--- config.mk ---
export PLATFORM = sky130hd
export DESIGN_NAME = apb_pwm_regs
export DESIGN_NICKNAME = d
export VERILOG_FILES = /design/src/rtl/apb_pwm_regs_pkg.sv /design/src/rtl/apb_slave_fsm.sv /design/src/rtl/apb_pwm_regs.sv
export SDC_FILE = /design/constraint.sdc
export NUM_CORES = 1
export LEC_CHECK = 0
export CAP_MARGIN = 25
export CORE_MARGIN = 5
export CORE_UTILIZATION = 54
export CTS_CLUSTER_DIAMETER = 80
export DETAILED_ROUTE_END_ITERATION = 16
export HOLD_SLACK_MARGIN = 0.02
export PLACE_DENSITY = 0.85
export REMOVE_ABC_BUFFERS = 1
export SLEW_MARGIN = 20
export SYNTH_ARGS = -nofsm -noshare
export SYNTH_HDL_FRONTEND = slang
export SYNTH_SLANG_ARGS = --single-unit
--- constraint.sdc ---
create_clock -name PCLK -period 17.95 [get_ports PCLK]
set_clock_uncertainty 0.15 [all_clocks]
set_input_delay 2.6925 -clock PCLK [delete_from_list [all_inputs] [get_ports PCLK]]
set_output_delay 2.6925 -clock PCLK [all_outputs]
set_load 0.05 [all_outputs]
--- src/rtl/apb_pwm_regs_pkg.sv ---
// Shared constants and types for the APB PWM register bank: byte offsets,
// ID value, APB slave FSM state encoding and the address legality check.
package apb_pwm_regs_pkg;

  localparam logic [4:0] OFS_PERIOD = 5'h00;
  localparam logic [4:0] OFS_PULSE  = 5'h04;
  localparam logic [4:0] OFS_SIZE   = 5'h08;
  localparam logic [4:0] OFS_ENABLE = 5'h0C;
  localparam logic [4:0] OFS_STATUS = 5'h10;
  localparam logic [4:0] OFS_ID     = 5'h14;

  localparam logic [31:0] ID_VALUE = 32'h5057_4D01;

  typedef enum logic [1:0] {
    IDLE   = 2'd0,
    SETUP  = 2'd1,
    ACCESS = 2'd2
  } apb_state_t;

  // Low five address bits must hit a mapped word; STATUS and ID are read-only.
  function automatic logic ofs_ok(input logic [4:0] ofs, input logic wr);
    case (ofs)
      OFS_PERIOD, OFS_PULSE, OFS_SIZE, OFS_ENABLE: ofs_ok = 1'b1;
      OFS_STATUS, OFS_ID:                          ofs_ok = !wr;
      default:                                     ofs_ok = 1'b0;
    endcase
  endfunction

endpackage

--- src/rtl/apb_slave_fsm.sv ---
// APB3 slave handshake: IDLE/SETUP/ACCESS tracking, wait-state counter,
// registered PREADY/PSLVERR and the strobes the register bank acts on.
module apb_slave_fsm
  import apb_pwm_regs_pkg::*;
#(
  parameter int ADDR_WIDTH  = 12,
  parameter int WAIT_STATES = 0
) (
  input  logic                  PCLK,
  input  logic                  PRESET,
  input  logic                  PSEL,
  input  logic                  PENABLE,
  input  logic                  PWRITE,
  input  logic [ADDR_WIDTH-1:0] PADDR,
  output logic                  pready_o,
  output logic                  pslverr_o,
  output logic                  wr_strobe_o,
  output logic                  rd_strobe_o,
  output logic                  addr_ok_o,
  output apb_state_t            state_o
);

  // Handshake: a transfer completes in the single cycle PREADY=1; the
  // register bank commits writes in that cycle, and read data is captured
  // on the edge that raises PREADY so it is valid alongside it.
  apb_state_t state_q, state_d;
  logic [2:0] cnt_q, cnt_d;
  logic       pready_q, pslverr_q;
  logic       ready_d;
  logic       sel_access;

  assign sel_access = PSEL && PENABLE;
  assign addr_ok_o  = (PADDR[ADDR_WIDTH-1:5] == '0) && ofs_ok(PADDR[4:0], PWRITE);

  always_comb begin
    state_d = state_q;
    cnt_d   = cnt_q;
    ready_d = 1'b0;
    case (state_q)
      IDLE: begin
        if (PSEL && !PENABLE) state_d = SETUP;
      end
      SETUP: begin
        if (sel_access) begin
          state_d = ACCESS;
          cnt_d   = 3'd0;
          ready_d = (WAIT_STATES == 0);
        end else begin
          state_d = IDLE;
        end
      end
      ACCESS: begin
        if (pready_q) begin
          state_d = (PSEL && !PENABLE) ? SETUP : IDLE;
        end else if (sel_access) begin
          cnt_d   = cnt_q + 3'd1;
          ready_d = (cnt_d == 3'(WAIT_STATES));
        end else begin
          state_d = IDLE;
        end
      end
      default: state_d = IDLE;
    endcase
  end

  always_ff @(posedge PCLK or posedge PRESET) begin
    if (PRESET) begin
      state_q   <= IDLE;
      cnt_q     <= 3'd0;
      pready_q  <= 1'b0;
      pslverr_q <= 1'b0;
    end else begin
      state_q   <= state_d;
      cnt_q     <= cnt_d;
      pready_q  <= ready_d;
      pslverr_q <= ready_d && !addr_ok_o;
    end
  end

  assign pready_o    = pready_q;
  assign pslverr_o   = pslverr_q;
  assign wr_strobe_o = pready_q && !pslverr_q && PWRITE;
  assign rd_strobe_o = ready_d && addr_ok_o && !PWRITE;
  assign state_o     = state_q;

endmodule

--- src/rtl/apb_pwm_regs.sv ---
// APB register bank feeding the PWM generator. PERIOD/PULSE/SIZE are staged
// and copied to the active outputs together at a period boundary.
module apb_pwm_regs
  import apb_pwm_regs_pkg::*;
#(
  parameter int          ADDR_WIDTH  = 12,
  parameter int          WAIT_STATES = 0,
  parameter logic [31:0] RST_PERIOD  = 32'd255
) (
  input  logic                  PCLK,
  input  logic                  PRESET,
  input  logic                  PSEL,
  input  logic                  PENABLE,
  input  logic                  PWRITE,
  input  logic [ADDR_WIDTH-1:0] PADDR,
  input  logic [31:0]           PWDATA,
  output logic [31:0]           PRDATA,
  output logic                  PREADY,
  output logic                  PSLVERR,
  input  logic                  period_end,
  output logic [31:0]           period,
  output logic [31:0]           pulse,
  output logic [31:0]           size,
  output logic [31:0]           enable
);

  logic       wr_strobe, rd_strobe, addr_ok, wr_en;
  apb_state_t fsm_state;

  logic [31:0] stg_period_q, stg_pulse_q, stg_size_q;
  logic [31:0] period_q, pulse_q, size_q, enable_q;
  logic [31:0] prdata_q, rdata;
  logic        pending_q, commit, wr_staged;

  apb_slave_fsm #(
    .ADDR_WIDTH (ADDR_WIDTH),
    .WAIT_STATES(WAIT_STATES)
  ) u_fsm (
    .PCLK       (PCLK),
    .PRESET     (PRESET),
    .PSEL       (PSEL),
    .PENABLE    (PENABLE),
    .PWRITE     (PWRITE),
    .PADDR      (PADDR),
    .pready_o   (PREADY),
    .pslverr_o  (PSLVERR),
    .wr_strobe_o(wr_strobe),
    .rd_strobe_o(rd_strobe),
    .addr_ok_o  (addr_ok),
    .state_o    (fsm_state)
  );

  assign wr_en     = wr_strobe && (fsm_state == ACCESS);
  assign wr_staged = wr_en && ((PADDR[4:0] == OFS_PERIOD) || (PADDR[4:0] == OFS_PULSE) ||
                               (PADDR[4:0] == OFS_SIZE));
  // Non-blocking copy takes the pre-write staging value when a write lands on the commit edge.
  assign commit    = pending_q && (period_end || !enable_q[0]);

  always_comb begin
    rdata = 32'd0;
    case (PADDR[4:0])
      OFS_PERIOD: rdata = stg_period_q;
      OFS_PULSE:  rdata = stg_pulse_q;
      OFS_SIZE:   rdata = stg_size_q;
      OFS_ENABLE: rdata = enable_q;
      OFS_STATUS: rdata = {30'd0, enable_q[0], pending_q};
      OFS_ID:     rdata = ID_VALUE;
      default:    rdata = 32'd0;
    endcase
  end

  always_ff @(posedge PCLK or posedge PRESET) begin
    if (PRESET) begin
      stg_period_q <= RST_PERIOD;
      stg_pulse_q  <= 32'd0;
      stg_size_q   <= 32'd0;
      period_q     <= RST_PERIOD;
      pulse_q      <= 32'd0;
      size_q       <= 32'd0;
      enable_q     <= 32'd0;
      pending_q    <= 1'b0;
      prdata_q     <= 32'd0;
    end else begin
      prdata_q <= (rd_strobe && addr_ok) ? rdata : 32'd0;
      if (wr_en && PADDR[4:0] == OFS_PERIOD) stg_period_q <= PWDATA;
      if (wr_en && PADDR[4:0] == OFS_PULSE)  stg_pulse_q  <= PWDATA;
      if (wr_en && PADDR[4:0] == OFS_SIZE)   stg_size_q   <= {24'd0, PWDATA[7:0]};
      if (wr_en && PADDR[4:0] == OFS_ENABLE) enable_q     <= PWDATA;
      if (commit) begin
        period_q <= stg_period_q;
        pulse_q  <= stg_pulse_q;
        size_q   <= stg_size_q;
      end
      if (wr_staged)   pending_q <= 1'b1;
      else if (commit) pending_q <= 1'b0;
    end
  end

  assign PRDATA = prdata_q;
  assign period = period_q;
  assign pulse  = pulse_q;
  assign size   = size_q;
  assign enable = enable_q;

endmodule

==> impl_results.md, run 1 <==
* Async set-or-reset flop fraction in the synthesized netlist at 100.0%
* I/O pin cnt at 212
* Total routing resource utilization after global routing at between 20% and 30%
* Post-Synthesis Cell Area at 8964 sq um
* Number of cell rows at 47
* Post-route setup TNS at 0 ns
* Clock insertion delay at the later pin of the skew report at 0.49 ns
* Worst max-slew margin expressed relative to the limit at 34.71%
* Post-DP HPWL at between 10,000 and 15,000 um
* Count of buffers inserted at the top-level ports at 187
* Share of the yosys chip area belonging to registers at 60.52%
* Clock-pin transition on the worst setup and hold timing paths at 0.06 ns
* Primary flip-flop cell chosen by synthesis mapping: dfrtp_1
* Number of standard cells in the final layout excluding fillers at 1,051
* Count of pins over their slew limit at 0
* Setup repair after global routing missed its margin: false
* TritonCTS clock tree: built
* Number of cells produced by synthesis at 633
* Deepest level of the CTS H-tree at 1
* Number of inserted filler cells in the final layout at 1,042
* Endpoint type of the worst setup path: flip-flop
* Grt ovf at 0
* Min Tclk post-route at 5.610 ns
* Count of clock tree sinks at 216
* Cell count after placement at 1,010
* #FFs+latches synth at 216
* Maximum clock rate at 0.1782 GHz
* Max capacitance violation total at 0
* Drt first-iter violations at ~530
* WP data required at around 18 ns
* Vias in the first global route at 6,527
* Library cell contributing the largest single delay on the critical path: clkdlybuf4s50_1
* Kind of launch point of the worst setup path: input port
* Antenna violations before repair at 0
* Setup Crit Path Kind: input port to flip-flop
* Maximum number of pins on one net before global-route repair at 149
* Height of the chip at 138.8 um
* Post-detailed-route count of antenna-violating nets at 0
* Mean routed wirelength per cell at 20.88 um
* Via count at 5,912
* Status: completed
* Highest-count cells in the layout ignoring fill and taps: dfrtp_1, clkdlybuf4s50_1, mux2_2
* Chip Width at 138.8 um
* Most common library cell in the layout ignoring fill and taps: dfrtp_1
* Total of endpoints with negative setup slack in the final report at 0
* Effective utilization at floorplan at a little over half
* Slew at the pin closest to its max-slew limit at 0.9713 ns
* Slowest stage delay, CP at approximately 0.73 ns
* Wire length of the first global-routing pass at 35,440 um
* Number of synthesized flops with an enable pin at 0
* Synth warn at 0
* Maximum number of buffers from clock root to sink at 3
* Mean instance size in the synthesized netlist at 14.16 sq um
* Residual DRC count at 0
* Static leakage power at 5.543 nW
* Number of nets in the layout at approximately 870
* Area of the core at approximately 16,000 sq um
* Ratio of routed vias to standard cells at 5.625
* Share of final-layout standard cells stronger than drive strength 1 at between 20% and 30%
* Worst-path maximum fanout at 32
* Total die area at 19,280 sq um
* Clk root buf: clkbuf_16
* Num CTS Buffers at 22
* Max IR drop VDD at 70.73 uV
* Pwr per Cell Area at 91.53 nW/um^2
* Kind of path behind the tightest hold check: flip-flop to flip-flop
* GPL Wtd Cong at 0.8117
* Cells traversed along the worst timing path: clkdlybuf4s50_1 > nor4b_4 > buf_4 > and2_1 > nand2_2 > mux2_1
* Final Hold Fails at 0
* Number of distinct standard cells referenced by the synthesized netlist at 46
* Arrival time at the worst endpoint at 5.83 ns
* N_diodes at 0
* Gates resized, CTS repair at 0
* Post-CTS Hold Buffers at 0
* Fin crit share at 31.26%
* Router iterations before antenna repair at 5
* Total Routed Length at 21,950 um
* Syn-to-layout area delta at 31.48%
* Setup bufs post-CTS at 0
==> cells by family after synthesis <==
| logic type | Yosys count | synth area share, % |
|---|---|---|
| other cells | 1 | 0.04184 |
| fa+ha+maj | 6 | 0.8375 |
| simple gates | 78 | 4.467 |
| compound gates | 83 | 6.840 |
| buf+inv | 67 | 4.481 |
| flops | 216 | 60.52 |
| mux | 181 | 22.71 |
| xor+xnor | 1 | 0.09773 |
==> through the flow <==
step | setup slack (ns) | hold slack, ns | instance area [sq um] | power [mW] | utilization, %
floorplan | 9.226 | 0.3266 | 8671 | 0.5459 | -
global placement | 11.86 | 0.3375 | 10910 | 0.5700 | 66.48
detailed placement | 11.80 | 0.3422 | 10930 | 0.5738 | 66.60
CTS | 12.30 | 0.3562 | 11760 | 1.085 | 71.66
global route | 12.16 | 0.3617 | 11790 | 1.115 | 71.83
finish | 12.34 | 0.3530 | 11790 | 1.079 | 71.83
==> critical path: cells and delay by family <==
kind / cells / cell delay (ns)
buffers and inverters: 2 / 1.09
and+or+nand+nor: 3 / 1.48
muxes: 1 / 0.54
==> Yosys cell counts (4+ instances only) <==
| master | number | area share, % |
|---|---|---|
| nor3_1 | 4 | 0.22 |
| o21ai_0 | 15 | 0.84 |
| a22oi_1 | 13 | 1.1 |
| ha_1 | 6 | 0.84 |
| clkbuf_1 | 10 | 0.42 |
| buf_2 | 21 | 1.2 |
| dfrtp_1 | 200 | 56 |
| mux2_2 | 171 | 21 |
| buf_4 | 27 | 2.3 |
| nand2_1 | 24 | 1.0 |
| dfstp_2 | 16 | 4.7 |
| mux2_1 | 8 | 1.0 |
| inv_1 | 6 | 0.25 |
| a222oi_1 | 6 | 0.67 |
| nor2_1 | 25 | 1.0 |
| and2_1 | 5 | 0.35 |
| a31oi_1 | 10 | 0.70 |
| a21oi_1 | 4 | 0.22 |
| a22o_1 | 24 | 2.3 |
==> routing by layer <==
layer  GRT usage [%]  share of wire (%)
met5               0                  0
met4           4.686                1.5
met3           7.034                8.3
met2           39.27                 51
met1           27.74                 39
==> flip-flops by register name, summed over array words and instances, names as in the netlist <==
| signal | flops |
|---|---|
| period | 32 |
| size | 8 |
| PRDATA | 32 |
| pending_q | 1 |
| enable | 32 |
| u_fsm.pslverr_o | 1 |
| stg_size_q | 8 |
| pulse | 32 |
| stg_period_q | 32 |
| u_fsm.cnt_q | 3 |
| stg_pulse_q | 32 |
| u_fsm.pready_o | 1 |
| u_fsm.state_o | 2 |
==> cell type report <==
type                            instances  area [sq um]  share of cell area, %
Sequential cell                       216          5425                  46.03
Multi-Input combinational cell        373          3252                  27.59
Timing Repair Buffer                  196          1972                  16.73
Clock buffer                           30         651.9                  5.531
Tap cell                              220         275.3                  2.336
Clock inverter                         10         178.9                  1.518
Inverter                                6         30.03                 0.2548
==> power by group <==
group	switching, mW	internal (mW)
Combinational	0.0457	0.0236
Clock	0.186	0.326
Sequential	0.00546	0.492
==> path summary, 6_finish.rpt <==
kind,slack [ns],depth (start not counted),to,start
worst min-delay path,0.35,1,pulse[4],pulse[4]
worst max register to register,15.09,6,PRDATA[10],u_fsm.state_o[0]
worst max-delay path,12.34,6,enable[23],PADDR[3]
min in group asynchronous,2.43,2,pulse[12],PRESET
max in group asynchronous,13.56,4,stg_pulse_q[23],PRESET
worst min register to register,0.35,1,pulse[4],pulse[4]
Note: power is estimated with default switching activity, not from simulation.
==> run 2, diff against run 1 <==
CORE_UTILIZATION = 50   (was 54)
PLACE_DENSITY = 0.79   (was 0.85)
clock period = 5.4 ns   (was 17.95 ns; I/O delays follow)
==> impl_results.md, run 2 (same netlist as run 1, synthesis figures left out) <==
* Status: completed
* Worst-path maximum fanout at 32
* Setup bufs post-CTS at 0
* Share of final-layout standard cells stronger than drive strength 1 at 29.24%
* TritonCTS clock tree: built
* Min Tclk post-route at 3.695 ns
* Number of inserted filler cells in the final layout at 1,273
* FF-to-FF setup slack at 2.46 ns
* Source of the critical timing path: PADDR[4]
* Placement Setup Slack at around 1.3 ns
* Worst max-slew margin expressed relative to the limit at between 30% and 40%
* Max capacitance violation total at 0
* Met3 usage in global routing at roughly 4.8%
* Cell count of the worst reg-to-reg path at 6
* Pwr per Cell Area at 287.8 nW/um^2
* Post-DP HPWL at 14,510 um
* Via count at ~6,000
* Maximum number of pins on one net before global-route repair at 153
* Total Power Consumption at 3.365 mW
* Static leakage power at around 5.5 nW
* Final Hold Fails at 0
* Area of the core at 17,780 sq um
* Met2 track demand over resource in global routing at 35.84%
* Clock insertion delay at the later pin of the skew report at approximately 0.50 ns
* Count of buffers inserted at the top-level ports at 187
* Total Routed Length at about 22,000 um
* Height of the chip at 143.9 um
* Start point of the worst hold path: period[22]
* Fin crit share at just under 70%
* Antenna violations before repair at 0
* Number of cell rows at a little under 50
* Number of nets in the layout at 873
* Maximum number of buffers from clock root to sink at 3
* Max IR drop VDD at 234.5 uV
* Setup repair after global routing missed its margin: false
* Total routing resource utilization after global routing at about a fifth
* Effective utilization at floorplan at roughly 50%
* Most common library cell in the layout ignoring fill and taps: dfrtp_1
* Post-CTS Hold Buffers at 0
* Grt ovf at 0
* Total of endpoints with negative setup slack in the final report at 0
* Post-detailed-route count of antenna-violating nets at 0
* Hold Crit Depth at 1
* Post-route setup TNS at 0 ns
* WP data required at 5.62 ns
* Residual DRC count at 0
* Cell count after placement at 1,020
* I/O pin cnt at 212
* Highest-count cells in the layout ignoring fill and taps: dfrtp_1, clkdlybuf4s50_1, mux2_2
* Count of clock tree sinks at ~220
* Slew at the pin closest to its max-slew limit at 1.047 ns
* Total die area at 20,700 sq um
* Gates resized, CTS repair at 0
* Arrival time at the worst endpoint at just under 4 ns
* Ratio of routed vias to standard cells at 5.666
* Syn-to-layout area delta at 30.44%
* Drt first-iter violations at 313
* Clock-pin transition on the worst setup and hold timing paths at 0.06 ns
* End-of-flow core utilization at 65.76%
* GR Util met1 at 28.17%
* Maximum clock rate at 0.2706 GHz
* Router iterations before antenna repair at 4
* Num CTS Buffers at 22
* Vias in the first global route at 6,395
* Clk root buf: clkbuf_16
* Wire length of the first global-routing pass at 34,960 um
* Worst R2R Start: u_fsm.state_o[0]
* Most used routing layer in global routing: met2
* Kind of launch point of the worst setup path: input port
* Mean routed wirelength per cell at between 20 and 25 um
* N_diodes at 0
* Endpoint type of the worst setup path: flip-flop
* Chip Width at approximately 140 um
* Number of standard cells in the final layout excluding fillers at about 1,100
* Deepest level of the CTS H-tree at 1
* GPL Wtd Cong at 0.8389
* Kind of path behind the tightest hold check: flip-flop to flip-flop
* Final worst setup slack at 1.705 ns
* Setup Crit Path Kind: input port to flip-flop
* Count of pins over their slew limit at 0
-- run 2: area by class of cell --
cell class | count | area (sq um) | area share (%)
flip-flops and latches | 216 | 5425 | 46.40
inverters | 6 | 35.03 | 0.2996
repair buffers | 198 | 1982 | 16.95
clock buffers | 30 | 641.9 | 5.490
multi-input cells | 373 | 3252 | 27.81
well taps | 229 | 286.5 | 2.451
clock inverters | 8 | 70.07 | 0.5992
-- run 2: critical path, cell delays in order --
cell and delay [ns]:
clkdlybuf4s50_1 0.69, buf_4 0.32, nor4_4 0.27, buf_4 0.35
and2_1 0.19, and2_2 0.85, mux2_2 0.42
-- run 2: worst paths after layout --
path / end
worst max-delay path: stg_period_q[20]
worst min-delay path: period[22]
worst max register to register: PRDATA[10]
worst min register to register: period[22]
max in group asynchronous: PRDATA[23]
min in group asynchronous: PRDATA[12]
-- run 2: per-stage QoR --
stage	hold slack (ns)	instance area, sq um
after global placement	0.3393	10930
after detailed placement	0.3444	10930
final	0.3546	11690
after CTS	0.3581	11640
after floorplan	0.3266	8671
after global routing	0.3726	11690
-- run 2: report_power, final --
| group | switching [mW] | internal [mW] |
|---|---|---|
| sequential | 0.0172 | 1.63 |
| combinational | 0.155 | 0.0768 |
| clock | 0.604 | 0.877 |
-- run 2: routing by layer --
layer  up-vias  wire (um)
li1       2609          -
met1      3109       9053
met2       260      11090
met3        28       1858
met4         0        293
met5         -          0
